--- src/rtl/matrix_frame_scheduler.sv ---
`timescale 1ns/1ps
// Matrix frame scheduler: reads a tiled frame buffer panel by panel and streams
// each pixel, tagged with its panel index and first/last flags, to a shared transmitter.
module matrix_frame_scheduler #(
  parameter int PANELS_X = 4,
  parameter int PANELS_Y = 2,
  parameter int PANEL_W  = 16,
  parameter int PANEL_H  = 8,
  localparam int FB_W = PANELS_X * PANEL_W,
  localparam int AW   = (FB_W * PANELS_Y * PANEL_H > 1) ? $clog2(FB_W * PANELS_Y * PANEL_H) : 1,
  localparam int PW   = (PANELS_X * PANELS_Y > 1) ? $clog2(PANELS_X * PANELS_Y) : 1
) (
  input  logic          clk,
  input  logic          rst,
  input  logic          enable,
  input  logic          frame_ready,
  output logic          buf_rd_en,
  output logic [AW-1:0] buf_rd_addr,
  input  logic [23:0]   buf_rd_data,
  output logic          tx_valid,
  input  logic          tx_ready,
  output logic [23:0]   tx_data,
  output logic [PW-1:0] tx_panel,
  output logic          tx_first,
  output logic          tx_last,
  output logic          busy,
  output logic          frame_done,
  output logic          frame_dropped
);

  localparam int XW  = (PANEL_W  > 1) ? $clog2(PANEL_W)  : 1;
  localparam int YW  = (PANEL_H  > 1) ? $clog2(PANEL_H)  : 1;
  localparam int PXW = (PANELS_X > 1) ? $clog2(PANELS_X) : 1;
  localparam int PYW = (PANELS_Y > 1) ? $clog2(PANELS_Y) : 1;

  typedef enum logic [2:0] {IDLE, ISSUE, WAIT, SEND, DONE} state_t;

  state_t         state, state_nxt;
  logic           pending, pending_nxt;
  logic           start, hs, drop;
  logic           x_max, y_max, px_max, py_max, frame_last;
  logic [XW-1:0]  x;
  logic [YW-1:0]  y;
  logic [PXW-1:0] px;
  logic [PYW-1:0] py;

  assign x_max      = (x  == XW'(PANEL_W - 1));
  assign y_max      = (y  == YW'(PANEL_H - 1));
  assign px_max     = (px == PXW'(PANELS_X - 1));
  assign py_max     = (py == PYW'(PANELS_Y - 1));
  assign frame_last = x_max & y_max & px_max & py_max;
  assign hs         = (state == SEND) & tx_ready;

  always_comb begin
    state_nxt = state;
    start     = 1'b0;
    case (state)
      IDLE:  if (enable && (frame_ready || pending)) begin
               state_nxt = ISSUE;
               start     = 1'b1;
             end
      ISSUE: state_nxt = WAIT;
      WAIT:  state_nxt = SEND;
      SEND:  if (tx_ready) state_nxt = frame_last ? DONE : ISSUE;
      DONE:  if (enable && (frame_ready || pending)) begin
               state_nxt = ISSUE;
               start     = 1'b1;
             end else begin
               state_nxt = IDLE;
             end
      default: state_nxt = IDLE;
    endcase
  end

  // A start consumes the request; a second request arriving while one is
  // already queued behind a busy readout is lost and reported.
  always_comb begin
    drop        = frame_ready & pending & (state != IDLE);
    pending_nxt = start ? 1'b0 : (pending | frame_ready);
  end

  always_ff @(posedge clk or posedge rst) begin
    if (rst) begin
      state         <= IDLE;
      pending       <= 1'b0;
      frame_dropped <= 1'b0;
    end else begin
      state         <= state_nxt;
      pending       <= pending_nxt;
      frame_dropped <= drop;
    end
  end

  // Scan counters: x fastest, then y, then px, then py; the final carry wraps
  // everything back to zero at the end of a frame.
  always_ff @(posedge clk or posedge rst) begin
    if (rst) begin
      x  <= '0;
      y  <= '0;
      px <= '0;
      py <= '0;
    end else if (start) begin
      x  <= '0;
      y  <= '0;
      px <= '0;
      py <= '0;
    end else if (hs) begin
      if (!x_max) begin
        x <= x + XW'(1);
      end else begin
        x <= '0;
        if (!y_max) begin
          y <= y + YW'(1);
        end else begin
          y <= '0;
          if (!px_max) begin
            px <= px + PXW'(1);
          end else begin
            px <= '0;
            py <= py_max ? '0 : py + PYW'(1);
          end
        end
      end
    end
  end

  // Read data returns during WAIT; capture it with its tags for SEND.
  always_ff @(posedge clk or posedge rst) begin
    if (rst) begin
      tx_data  <= '0;
      tx_panel <= '0;
      tx_first <= 1'b0;
      tx_last  <= 1'b0;
    end else if (state == WAIT) begin
      tx_data  <= buf_rd_data;
      tx_panel <= PW'(py) * PW'(PANELS_X) + PW'(px);
      tx_first <= (x == '0) & (y == '0);
      tx_last  <= x_max & y_max;
    end
  end

  assign buf_rd_addr = (AW'(py) * AW'(PANEL_H) + AW'(y)) * AW'(FB_W)
                     + AW'(px) * AW'(PANEL_W) + AW'(x);
  assign buf_rd_en   = (state == ISSUE);
  assign tx_valid    = (state == SEND);
  assign busy        = (state != IDLE);
  assign frame_done  = (state == DONE);

endmodule

--- config.mk ---
export PLATFORM = sky130hd
export DESIGN_NAME = matrix_frame_scheduler
export DESIGN_NICKNAME = d
export VERILOG_FILES = /design/src/rtl/matrix_frame_scheduler.sv
export SDC_FILE = /design/constraint.sdc
export NUM_CORES = 1
export LEC_CHECK = 0
export CAP_MARGIN = 20
export CORE_MARGIN = 5
export CORE_UTILIZATION = 48
export DETAILED_ROUTE_END_ITERATION = 8
export HOLD_SLACK_MARGIN = 0.08
export PLACE_DENSITY = 0.93
export SETUP_SLACK_MARGIN = 0.15
export SLEW_MARGIN = 10
export SYNTH_ARGS = -nofsm -noshare
export SYNTH_HDL_FRONTEND = slang
export SYNTH_SLANG_ARGS = --single-unit
--- constraint.sdc ---
create_clock -name clk -period 3.6 [get_ports clk]
set_input_delay 1.08 -clock clk [delete_from_list [all_inputs] [get_ports clk]]
set_output_delay 1.08 -clock clk [all_outputs]
set_load 0.01 [all_outputs]
Yosys cells after proc, flatten, opt, wreduce, memory -nomap -nowiden
Index checks and enable logic that the tools add are counted.

Add/subtract/negate cells: 8. Equality and inequality tests: 9. Mux-type cells: 26. Bitwise operators: 8. Reductions and logical operators: 15.

Operator list (count): 2-to-1 mux 3 bit (7); case mux 3 bit (5 select lines) (1); 2-to-1 mux 4 bit (3); adder 10 x 4 -> 10 bit (1); adder 10 x 6 -> 10 bit (1); 2-to-1 mux 1 bit (10); 2-to-1 mux 2 bit (5); nonzero test 2 bit (4); AND 1 bit (7); == test 3 x 2 -> 1 bit, second input constant (2); == test 3 bit, second input constant (2); logical NOT 3 bit (2); adder 4 x 1 -> 4 bit, second input constant (1); adder 4 x 3 -> 4 bit (1); == test 4 bit, second input constant (1); logical NOT 4 bit (1); AND reduction 2 bit (2); AND reduction 4 bit (1); adder 3 x 1 -> 3 bit, second input constant (1); adder 3 x 2 -> 3 bit (1); == test 3 x 1 -> 1 bit, second input constant (1); AND reduction 3 bit (1); nonzero test 3 bit (1); adder 2 x 1 -> 2 bit, second input constant (1); 8 further kinds (8).

Register bits after elaboration: 44. Input bits: 29. Output and inout bits: 44. Logic and storage cells: 77.

Depth between registers and ports, before layout
Depth in word-level cells: 7. Mapped depth: 5. Depth with buffers taken out: 5.

Worst setup path before layout
Ideal clock, no wire load.

Kind: input-to-reg. From: in tx_ready. To: reg px[0]. Setup time: 0.078 ns. Arrival time: 1.917 ns. Data required time: 3.522 ns. Slack: 1.605 ns. Stages: 4. Buffers on the path: 1. Cell sequence: nand4b_2 buf_2 or4_1 a21oi_1.

Cells in the longest elaborated chain, start to end: 3.

RTL lines: from (decl) (line 21) `input logic tx_ready,`; AND 1 bit (line 52) `assign hs = (state == SEND) & tx_ready;`; nonzero test 2 bit (no source line); AND reduction 3 bit (no source line); to (signal assigned) (line 117) `px <= px + PXW'(1);`; to (decl) (line 44) `logic [PXW-1:0] px;`.

No other way between the ends. A chain may end at the register's enable or synchronous reset.

Worst setup path after layout
From: reg state[0]. To: out busy.

Cells in the longest elaborated chain, start to end: 1.

RTL lines: from (decl) (line 38) `state_t state, state_nxt;`; from (signal assigned) (line 88) `state <= state_nxt;`; nonzero test 3 bit (line 146) `assign busy = (state != IDLE);`; to (decl) (line 26) `output logic busy,`.

No other way between the ends.

==> qor.yml <==
run_status:
  status: "completed"
global_route:
  antenna_found_initial: 0
  gr-total-overflow: 0
  grt_pass1_vias: 1472
  grt_max_degree: 32
  grt_pass1_wl_um: 7400
  grt_use_total_pct: 17.6
finish:
  fillCellCount: 297
  drive_above_1_share_pct: 16.7
  seq_area_um2: 1100
  multi_input_area_um2: 830
  area_delta_synth_final_pct: 40.4
  fin_nets: 261
  antennaDiodeCount: 0
clocking:
  insertion_delay_ps: 300
  root_buffer: "clkbuf_8"
  htree_levels: 2
  hold_buffers: 0
  cts_resized: 0
  post-cts-setup-buffers: 0
  tritoncts: "built"
  clockBufferDepth: 2
  cts.sinks: 44
  numCtsBuffers: 5
  clk_pin_slew_worst_paths_ps: 80
timing:
  clock_skew_ps: 7.63
  max_freq_mhz: 362
  setup_violations: 0
  finalHoldViolations: 0
  finalMaxSlewViolations: 0
  fin_crit_sh_pct: 76.6
  slew_headroom_pct: 28.0
  fin_setup_tns_ps: 0
  tightest_slew_ps: 1080
  finalCriticalPeriod_ps: 2760
  rsz0062_at_grt: "no"
min_path:
  min_from: "tx_last"
  hold_path_class: "flip-flop to flip-flop"
  hold_path_depth: 2
critical_path:
  critPathCaptureType: "output port"
  worst-setup-path-type: "flip-flop to output port"
  required_ps: 2520
  regToRegStartpoint: "state[0]"
  reg2regPathDepth: 2
  startpoint: "state[0]"
  worstPathArrival_ps: 1680
  crit_fanout: 8
  start_kind: "flip-flop"
power_and_ir_drop:
  finalPower_mw: 2.25
  p_leak_nw: 1.30
  peakVddDrop_mv: 0.334
  power_density_nw_per_um2: 788
floorplanning:
  core_area_um2: 4060
  start_util_pct: 50.3
  num_rows: 23
  fp.dieW_um: 75.2
  die_h_um: 75.2
  die-area_um2: 5650
  io_pins: 73
yosys:
  synth_compound_area_share_pct: 6.01
  synth_top_area_share_pct: 54.0
  avgSynthCellArea_um2: 13.3
  synth-simple-area-share_pct: 11.3
  yosysWarnings: 0
  synthesis.nets: 188
  synth_top_family_by_area: "multiplexers"
  seq_area_frac_synth_pct: 54.0
  ys_ff_latch: 44
  syn-cell-area_um2: 2040
  yosys.area_share.adder_pct: 3.68
  synth_mux_area_share_pct: 19.7
  synth_cell_types: 31
  yosys.area.top_type: "dfrtp_1"
  synthTopCellsByArea: "dfrtp_1 54%, mux2_4 19%, ha_1 3.7%, a21oi_1 2.5%, buf_12 2.0%"
  postSynthCellCount: 153
  synth_xor_area_share_pct: 0
drt:
  drtAntennaViolNets: 0
  wl_per_cell_um: 17.0
  viasPerCell: 5.29
  first_iter_violations: 43
  firstDrtPassIters: 4
  drc: 0
  wirelength_um: 4700
  vias: 1465
place:
  gp_congestion: 0.811
  io_buffers: 72
  dp_hpwl_um: 3430
flow_run:
  drv_cap: 0
synthesized netlist by cell type:
library cell,n
dfrtp_1,44
mux2_4,26
a21oi_1,10
nand2_1,9
inv_1,7
o21ai_0,7
ha_1,6
nand3_1,4
nor2_1,4
nor3_1,4
or4_1,4
and3_1,3
o31ai_1,3
buf_12,2
buf_6,2
clkbuf_1,2
nand4_1,2
a21o_1,1
and2_1,1
and3b_1,1
and4b_1,1
buf_2,1
buf_4,1
mux2_2,1
nand4b_1,1
nand4b_2,1
nor4b_1,1
o21bai_1,1
or2b_1,1
or3_1,1
or3b_1,1
power breakdown:
group	internal (mW)	total, mW	switching [mW]
Combinational	0.669	1.07	0.403
Clock	0.206	0.369	0.163
Sequential	0.679	0.814	0.135
Total	1.55	2.25	0.701
critical path, stage by stage (launching register included):
cell             delay [ps]
dfrtp_1                 470
or3_1                   410
clkdlybuf4s50_1         500
final cells by class:
class | count | area share [%]
sequential | 44 | 38.5
multi-input combinational | 94 | 29.0
timing repair buffer | 74 | 25.7
clock buffer | 6 | 2.53
tap | 50 | 2.19
clock inverter | 2 | 1.22
inverter | 7 | 0.918
logic make-up (layout without fill, tap and decap cells):
group                      Yosys count  in the layout
AOI/OAI and AO/OA                   22             22
DFF                                 44             44
adders and majority gates            6              6
buffers and inverters               15             89
muxes                               27             27
and+or+nand+nor                     39             39
through the flow:
step                      setup slack, ps  cell area [um^2]  cells  hold WS [ps]  util (%)
after global placement                976              2760    269           467      67.9
final                                 841              2860    277           487      70.6
after detailed placement              899              2760    269           475      67.9
after global routing                  781              2860    277           526      70.6
after CTS                             827              2860    277           494      70.6
after floorplan                      1490              2040    153           477         -
sequential cells by signal, summed over array words and instances, names as in the netlist, 2 cells and up:
name,cells
px,2
state,3
tx_data,24
tx_panel,3
x,4
y,3
path summary, 6_finish.rpt:
path | endpoint | slack [ps]
min in group asynchronous | tx_data[3] | 1160
setup / recovery | busy | 840
hold reg to reg | tx_last | 490
hold / removal | tx_last | 490
max in group asynchronous | tx_data[15] | 1830
setup reg to reg | tx_data[5] | 1640
placed cells by master (no fill, tap or decap), types with 2 or more instances in the layout:
cell | Yosys | final
mux2_4 | 26 | 26
nor3_1 | 4 | 4
or4_1 | 4 | 4
inv_1 | 7 | 6
nor2_1 | 4 | 4
o31ai_1 | 3 | 3
and3_1 | 3 | 3
clkdlybuf4s50_1 | 0 | 72
nand4_1 | 2 | 2
clkbuf_8 | 0 | 5
ha_1 | 6 | 6
a21oi_1 | 10 | 10
buf_4 | 1 | 2
o21ai_0 | 7 | 7
dfrtp_1 | 44 | 44
nand2_1 | 9 | 9
nand3_1 | 4 | 4
metal layers:
metal	share of wire (%)	vias up	track usage, %
met5	0	-	0
met4	1.4	0	6.41
met3	7.7	7	4.54
met2	48	50	28.3
met1	43	722	23.1
li1	-	686	-
No activity file was read; power rests on OpenSTA's default activity.
